### config.mk
export PLATFORM = sky130hd
export DESIGN_NAME = alu_seq_unit
export DESIGN_NICKNAME = d
export VERILOG_FILES = /design/src/rtl/alu_seq_unit.sv
export SDC_FILE = /design/constraint.sdc
export NUM_CORES = 1
export LEC_CHECK = 0
export ABC_AREA = 1
export CORE_ASPECT_RATIO = 1.1
export CORE_MARGIN = 1.5
export CORE_UTILIZATION = 52
export DETAILED_ROUTE_END_ITERATION = 8
export PLACE_DENSITY_LB_ADDON = 0.08
export SLEW_MARGIN = 20
export SYNTH_ARGS = -nofsm -noshare
export SYNTH_HDL_FRONTEND = slang
export SYNTH_SLANG_ARGS = --single-unit
### constraint.sdc
create_clock -name clk -period 4.4 [get_ports clk]
set_input_delay 0.44 -clock clk [delete_from_list [all_inputs] [get_ports clk]]
set_output_delay 0.44 -clock clk [all_outputs]
set_load 0.03 [all_outputs]
### src/rtl/alu_seq_unit.sv
// ============================================================================
//  Module   : alu_seq_unit
//  Brief    : Handshaked multi-cycle ALU; iterative shift-add multiply,
//             single-cycle execute for all other opcodes.
//  Revision : 1.0  initial release
// ============================================================================
`default_nettype none

module alu_seq_unit #(
  parameter int DATA_WIDTH = 32,
  parameter int OPRN_WIDTH = 6
) (
  input  logic                  clk,
  input  logic                  rst,
  input  logic                  start,
  input  logic [DATA_WIDTH-1:0] op1,
  input  logic [DATA_WIDTH-1:0] op2,
  input  logic [OPRN_WIDTH-1:0] oprn,
  output logic                  busy,
  output logic                  done,
  output logic [DATA_WIDTH-1:0] out,
  output logic                  zero
);

  localparam int CW = $clog2(DATA_WIDTH + 1);

  localparam logic [OPRN_WIDTH-1:0] c_op_add = OPRN_WIDTH'(1);
  localparam logic [OPRN_WIDTH-1:0] c_op_sub = OPRN_WIDTH'(2);
  localparam logic [OPRN_WIDTH-1:0] c_op_mul = OPRN_WIDTH'(3);
  localparam logic [OPRN_WIDTH-1:0] c_op_srl = OPRN_WIDTH'(4);
  localparam logic [OPRN_WIDTH-1:0] c_op_sll = OPRN_WIDTH'(5);
  localparam logic [OPRN_WIDTH-1:0] c_op_and = OPRN_WIDTH'(6);
  localparam logic [OPRN_WIDTH-1:0] c_op_or  = OPRN_WIDTH'(7);
  localparam logic [OPRN_WIDTH-1:0] c_op_nor = OPRN_WIDTH'(8);
  localparam logic [OPRN_WIDTH-1:0] c_op_slt = OPRN_WIDTH'(9);

  localparam logic [DATA_WIDTH-1:0] c_dw   = DATA_WIDTH'(DATA_WIDTH);
  localparam logic [CW-1:0]         c_last = CW'(DATA_WIDTH - 1);
  localparam logic [CW-1:0]         c_one  = CW'(1);

  typedef enum logic [1:0] {
    S_IDLE = 2'd0,
    S_EXEC = 2'd1,
    S_MUL  = 2'd2
  } state_t;

  state_t r_state, w_state_nxt;

  logic [DATA_WIDTH-1:0] r_op1, r_op2;
  logic [OPRN_WIDTH-1:0] r_oprn;
  logic [DATA_WIDTH-1:0] r_acc, r_mcand, r_mplier;
  logic [CW-1:0]         r_cnt;
  logic [DATA_WIDTH-1:0] r_out;
  logic                  r_zero;
  logic                  r_done;

  logic [DATA_WIDTH-1:0] w_alu;
  logic [DATA_WIDTH-1:0] w_acc_nxt;
  logic                  w_shamt_big;
  logic                  w_lt;

  always_ff @(posedge clk) begin
    if (rst) r_state <= S_IDLE;
    else     r_state <= w_state_nxt;
  end

  always_comb begin
    w_state_nxt = r_state;
    case (r_state)
      S_IDLE:  if (start) w_state_nxt = S_EXEC;
      S_EXEC:  w_state_nxt = (r_oprn == c_op_mul) ? S_MUL : S_IDLE;
      S_MUL:   if (r_cnt == c_last) w_state_nxt = S_IDLE;
      default: w_state_nxt = S_IDLE;
    endcase
  end

  // Shift amounts are unsigned; anything at or beyond the width clears the result.
  assign w_shamt_big = (r_op2 >= c_dw);
  assign w_lt        = ($signed(r_op1) < $signed(r_op2));
  assign w_acc_nxt   = r_acc + (r_mcand[0] ? r_mplier : '0);

  always_comb begin
    w_alu = '0;
    case (r_oprn)
      c_op_add: w_alu = r_op1 + r_op2;
      c_op_sub: w_alu = r_op1 - r_op2;
      c_op_srl: w_alu = w_shamt_big ? '0 : (r_op1 >> r_op2);
      c_op_sll: w_alu = w_shamt_big ? '0 : (r_op1 << r_op2);
      c_op_and: w_alu = r_op1 & r_op2;
      c_op_or:  w_alu = r_op1 | r_op2;
      c_op_nor: w_alu = ~(r_op1 | r_op2);
      c_op_slt: w_alu = {{(DATA_WIDTH-1){1'b0}}, w_lt};
      default:  w_alu = '0;
    endcase
  end

  always_ff @(posedge clk) begin
    if (rst) begin
      r_op1    <= '0;
      r_op2    <= '0;
      r_oprn   <= '0;
      r_acc    <= '0;
      r_mcand  <= '0;
      r_mplier <= '0;
      r_cnt    <= '0;
      r_out    <= '0;
      r_zero   <= 1'b1;
      r_done   <= 1'b0;
    end else begin
      r_done <= 1'b0;
      case (r_state)
        S_IDLE: begin
          if (start) begin
            r_op1  <= op1;
            r_op2  <= op2;
            r_oprn <= oprn;
          end
        end
        S_EXEC: begin
          if (r_oprn == c_op_mul) begin
            r_acc    <= '0;
            r_mcand  <= r_op1;
            r_mplier <= r_op2;
            r_cnt    <= '0;
          end else begin
            r_out  <= w_alu;
            r_zero <= (w_alu == '0);
            r_done <= 1'b1;
          end
        end
        S_MUL: begin
          r_acc    <= w_acc_nxt;
          r_mcand  <= r_mcand >> 1;
          r_mplier <= r_mplier << 1;
          r_cnt    <= r_cnt + c_one;
          if (r_cnt == c_last) begin
            r_out  <= w_acc_nxt;
            r_zero <= (w_acc_nxt == '0);
            r_done <= 1'b1;
          end
        end
        default: ;
      endcase
    end
  end

  assign busy = (r_state == S_EXEC) || (r_state == S_MUL);
  assign done = r_done;
  assign out  = r_out;
  assign zero = r_zero;

endmodule

`default_nettype wire

After elaboration in Yosys (flattened, before gate mapping)
Index checks and enable logic that the tools add are counted.

Logic and storage cells: 72. Bits of input ports: 73. Register bits after elaboration: 208. Output and inout bits: 35.

Magnitude comparators: 2. Equality and inequality tests: 16. Reductions and logical operators: 9. Mux-type cells: 25. Add/subtract/negate cells: 4. Shift-type cells: 2. Bitwise logic cells: 3.

Operators with widths (count): 2-to-1 mux 32 bit (8); case mux 32 bit (2 select lines) (4); case mux 32 bit (8 select lines) (1); adder 32 bit (2); logical NOT 32 bit (2); bitwise AND 32 bit (1); >= comparator 32 x 6 -> 1 bit, second input constant (1); < comparator 32 bit (1); NOT 32 bit (1); OR 32 bit (1); << shifter 32 x 32 -> 32 bit (1); right shift 32 x 32 -> 32 bit (1); subtractor 32 bit (1); equality test 6 x 3 -> 1 bit, second input constant (4); equality test 6 x 2 -> 1 bit, second input constant (2); equality test 6 x 4 -> 1 bit, second input constant (2); case mux 6 bit (2 select lines) (1); inequality test 2 bit, second input constant (4); adder 6 x 1 -> 6 bit, second input constant (1); equality test 6 x 1 -> 1 bit, second input constant (1); equality test 6 x 5 -> 1 bit, second input constant (1); 2-to-1 mux 2 bit (3); 2-to-1 mux 6 bit (1); case mux 2 bit (3 select lines) (1); 9 further kinds (15).

Longest topological paths before layout
Word-level depth: 6. Mapped depth: 29. Depth with buffers taken out: 27.

Worst setup path after synthesis
OpenSTA, ideal clock, no wires.

Kind: reg-to-reg. From: reg r_op2[1]. To: reg r_zero, in the netlist zero. Stages on the path, launching flop included: 28. Data required time: 4.341 ns. Library setup time: 0.059 ns. Period minus slack after synthesis: 3.304 ns. Arrival time: 3.245 ns. Path slack: 1.096 ns. Path through: dfxtp_1 buf_2 inv_2 clkbuf_1 clkbuf_1 ha_1 inv_1 nand2_1 o21a_1 o21ai_0 nand3_1 nand3_2 nand2_1 nand2_1 nand2_1 nand2_1 o21ai_1 inv_1 nand3_1 nor2_1 nand2_1 inv_1 nand2_1 nor2_1 nand2_1 nand2_1 nand2_1 nand2_1.

Longest elaborated chain between the ends: 6. Elaborated cells on any way between the ends: 15.

RTL lines: start: declaration (RTL line 49) `logic [DATA_WIDTH-1:0] r_op1, r_op2;`; start signal: assignment (RTL line 115) `r_op2 <= op2;`; >= comparator 32 x 6 -> 1 bit, or another cell as far along (RTL line 78) `assign w_shamt_big = (r_op2 >= c_dw);`; 2-to-1 mux 32 bit, or another cell as far along (RTL line 88) `c_op_sll: w_alu = w_shamt_big ? '0 : (r_op1 << r_op2);`; case mux 32 bit (8 select lines) (*) (RTL line 84) `case (r_oprn)`; logical NOT 32 bit (*) (RTL line 127) `r_zero <= (w_alu == '0);`; 2-to-1 mux 1 bit (*) (RTL line 120) `if (r_oprn == c_op_mul) begin`; case mux 1 bit (2 select lines) (*) (RTL line 111) `case (r_state)`; end signal: assignment (RTL line 127); end signal: assignment (RTL line 138) `r_zero <= (w_acc_nxt == '0);`; end: declaration (RTL line 54) `logic r_zero;`.

Every way passes the cells marked *; elsewhere a longest branch is shown, timed or not. The select of a mux whose other input is x is not followed. A chain may end at the register's enable or synchronous reset.

Worst setup path in the final report
From: reg r_op1[4]. To: reg r_zero, in the netlist zero.

Longest elaborated chain between the ends: 6. Elaborated cells on any way between the ends: 14.

RTL lines: start: declaration (RTL line 49); start signal: assignment (RTL line 114) `r_op1 <= op1;`; parallel branches: the longest is 2 deep, another holds subtractor 32 bit; case mux 32 bit (8 select lines) (*) (RTL line 84); logical NOT 32 bit (*) (RTL line 127); 2-to-1 mux 1 bit (*) (RTL line 120); case mux 1 bit (2 select lines) (*) (RTL line 111).

Mark *: on every way between the ends. The select of a mux whose other input is x is not followed.

==> impl_metrics.tcl <==
set metrics [dict create \
    tns_ns 0 \
    finalHoldViolCount 0 \
    grt_pass1_vias 21870 \
    setup_viol 0 \
    clkSinkCount 208 \
    syn_to_final_growth_pct 11.66 \
    gp_congestion 1.083 \
    yosysMostFrequentCell "nand2_1" \
    wl_per_cell_um 22.82 \
    chipWidth_um 185.7 \
    ctsRootBufferMaster "clkbuf_16" \
    ir_worst_vdd_mv 0.3643 \
    fp.coreArea_sq_um 36170 \
    drive_above_1_share 0.05182 \
    numCtsBuffers 23 \
    critPathBufInv 1 \
    end_kind "register" \
    path_clk_slew_ns 0.06 \
    synth.distinct_cells 62 \
    cp_cell_sequence "inv_1 > ha_1 > nand2_1 > o21ai_1 > a21oi_2 > o21ai_0 > a21oi_1 > a2111oi_0 > nand2_1 > nor2_1 > nand3_1 > nor2_2 > nand2_1 > nand2_1 > nand2_1 > nand2_1" \
    antenna_found_initial 2 \
    yosysTopAreaCell "dfxtp_1" \
    placed_cell_area_sq_um 20530 \
    p_leak_nw 9.690 \
    hold_buffers 0 \
    max_stage_delay_ns 1.03 \
    crit_arrival_ns 4.88 \
    r2r-end "zero" \
    dieArea_sq_um 37890 \
    synth_edf_count 0 \
    cts_buffer_depth 3 \
    reg2reg_depth 16 \
    grtUsageTotal 0.4437 \
    use_met1 0.5394 \
    num_rows 73 \
    slew_headroom 0.1575 \
    synthFlopType "dfxtp_1" \
    drv_cap 0 \
    tritoncts "built" \
    hold_end "r_acc[0]" \
    place_hpwl_um 66380 \
    path_class "register to register" \
    cp-start-kind "register" \
    syn_area_sq_um 19100 \
    hold_class "register to register" \
    tightestPinTransition_ns 1.232 \
    synthCells 3210 \
    crit_required_ns 4.90 \
    ys_seq_elements 208 \
    cp_max_fo 9 \
    design_area_sq_um 21330 \
    ff2ff_setup_slack_ns 0.02 \
    io_buffers 107 \
    overflow 0 \
    synthArstFlopShare 0 \
    dr.pass1.iters 8 \
    drc 0 \
    yosys-top-cells-count "nand2_1, nand3_1, inv_1, nor2_1, a21oi_1" \
    drv_slew 0 \
    vias_per_cell 6.257 \
    grt_busiest_layer "met2" \
    die_y_um 204.0 \
    status "completed" \
    grt_max_degree 88 \
    gr-usage-met2 0.7022 \
    synth_fp_nets 3419 \
    ys_warn_count 0 \
    fmax_mhz 228.5 \
    r2r-start "r_op1[4]" \
    pwr_density_cell_nw_per_um2 387.6 \
    synth_top_cell_area_share 0.2180 \
    rsz0062_at_grt "false" \
    clock_latency_ns 0.58 \
    h-tree-depth 1 \
    yosys-top-cells-area "dfxtp_1, nand2_1, ha_1" \
    start_util 0.5281 \
    skew_ns 0.02441 \
    avgSynthCellArea_sq_um 5.951 \
    cp_top_family "compound AO/OA/AOI/OAI gates" \
    drtAntennaViolNets 0 \
    final_nets 3437 \
    drt_iter0_drc 2694 \
    ioPinCount 108 \
    use_met3 0.1017 \
    dr_total_vias 23340 \
    grt_pass1_wl_um 128100 \
    holdPathStages 2 \
    routed_wl_um 85130 \
    crit_slowest_cell "a2111oi_0" \
    hold_start "r_acc[0]" \
    power.total_w 0.008268 \
    yosysSeqAreaShare 0.2180 \
    fin_crit_sh 0.9946 \
    fin_crit_ns 4.376 \
    cp_common_cell "nand2_1" \
]
[flip-flops by register name (all words and copies together) (netlist names)]
name	count
done	1
out	32
r_acc	32
r_cnt	6
r_mcand	32
r_mplier	32
r_op1	32
r_op2	32
r_oprn	6
r_state	2
zero	1
[layout by cell type (no fill, tap or decap), drive strengths merged, types with 16 or more instances in the layout]
cell type / n
inv: 307
buf: 62
ha: 133
a21oi: 286
nand4: 29
a31oi: 89
nor2: 300
nand3: 332
o21bai: 16
nor3: 26
xor2: 29
dfxtp: 208
clkdlybuf4s50: 107
a221oi: 24
clkbuf: 30
o21ai: 278
nand2: 885
[power breakdown]
part | internal, W | switching, W | leakage (nW)
logic | 0.00109 | 0.00264 | 7.59
registers | 0.00215 | 0.000288 | 1.71
clock network | 0.00125 | 0.000856 | 0.388
total | 0.00448 | 0.00379 | 9.69
[worst max path at each step]
stage	start	end	slack, ns	depth (start not counted)
after floorplan	r_op2[1]	zero	1.10	27
after global placement	r_op1[4]	zero	0.39	16
after detailed placement	r_op1[4]	zero	0.40	16
after CTS	r_op1[4]	zero	0.35	16
after global routing	r_op1[4]	zero	0.06	16
final	r_op1[4]	zero	0.02	16
[through the flow]
| step | hold WS (ns) | instances | utilization | setup WS [ns] |
|---|---|---|---|---|
| after CTS | 0.4730 | 3729 | 0.5896 | 0.3481 |
| after global placement | 0.4555 | 3690 | 0.5676 | 0.3930 |
| after detailed placement | 0.4604 | 3690 | 0.5676 | 0.3975 |
| after global routing | 0.4826 | 3729 | 0.5896 | 0.05548 |
| final | 0.4724 | 3730 | 0.5897 | 0.02363 |
| after floorplan | 0.4412 | 3210 | - | 1.096 |
[repair_timing]
item / 4_1_cts / 5_1_grt
setup buffers: 0 / 0
endpoints found under the setup margin: 0 / 1
gates resized for setup: 0 / 1
[logic make-up after synthesis]
group | after synthesis | share of synthesized area
flip-flops | 208 | 0.2180
AND/OR/NAND/NOR | 1591 | 0.3519
adder cells (fa/ha/maj) | 136 | 0.09026
AO/OA/AOI/OAI | 750 | 0.2196
XOR/XNOR | 41 | 0.01880
buffers and inverters | 484 | 0.1014
[routing by layer]
| layer | routed length (um) | vias to the layer above |
|---|---|---|
| li1 | - | 10720 |
| met1 | 31840 | 10730 |
| met2 | 37360 | 1507 |
| met3 | 9493 | 379 |
| met4 | 6408 | 4 |
| met5 | 29 | - |
[worst reg2reg max path, delay by kind of cell (launching register included)]
kind	cells	cell delay, ns
AO/OA/AOI/OAI	5	1.72
adder cells (fa/ha/maj)	1	0.47
buffers and inverters	1	0.11
flip-flops	1	0.54
AND/OR/NAND/NOR	9	1.45
[cell type report]
class | instances | area, sq um
clock inverters | 9 | 162.7
multi-input cells | 2518 | 13030
inverters | 308 | 1162
diodes | 1 | 2.502
fillers | 3576 | 14840
flip-flops and latches | 208 | 4168
repair buffers | 169 | 1562
clock buffers | 30 | 631.9
well taps | 487 | 609.3
Note: power is estimated with default switching activity, not from simulation.
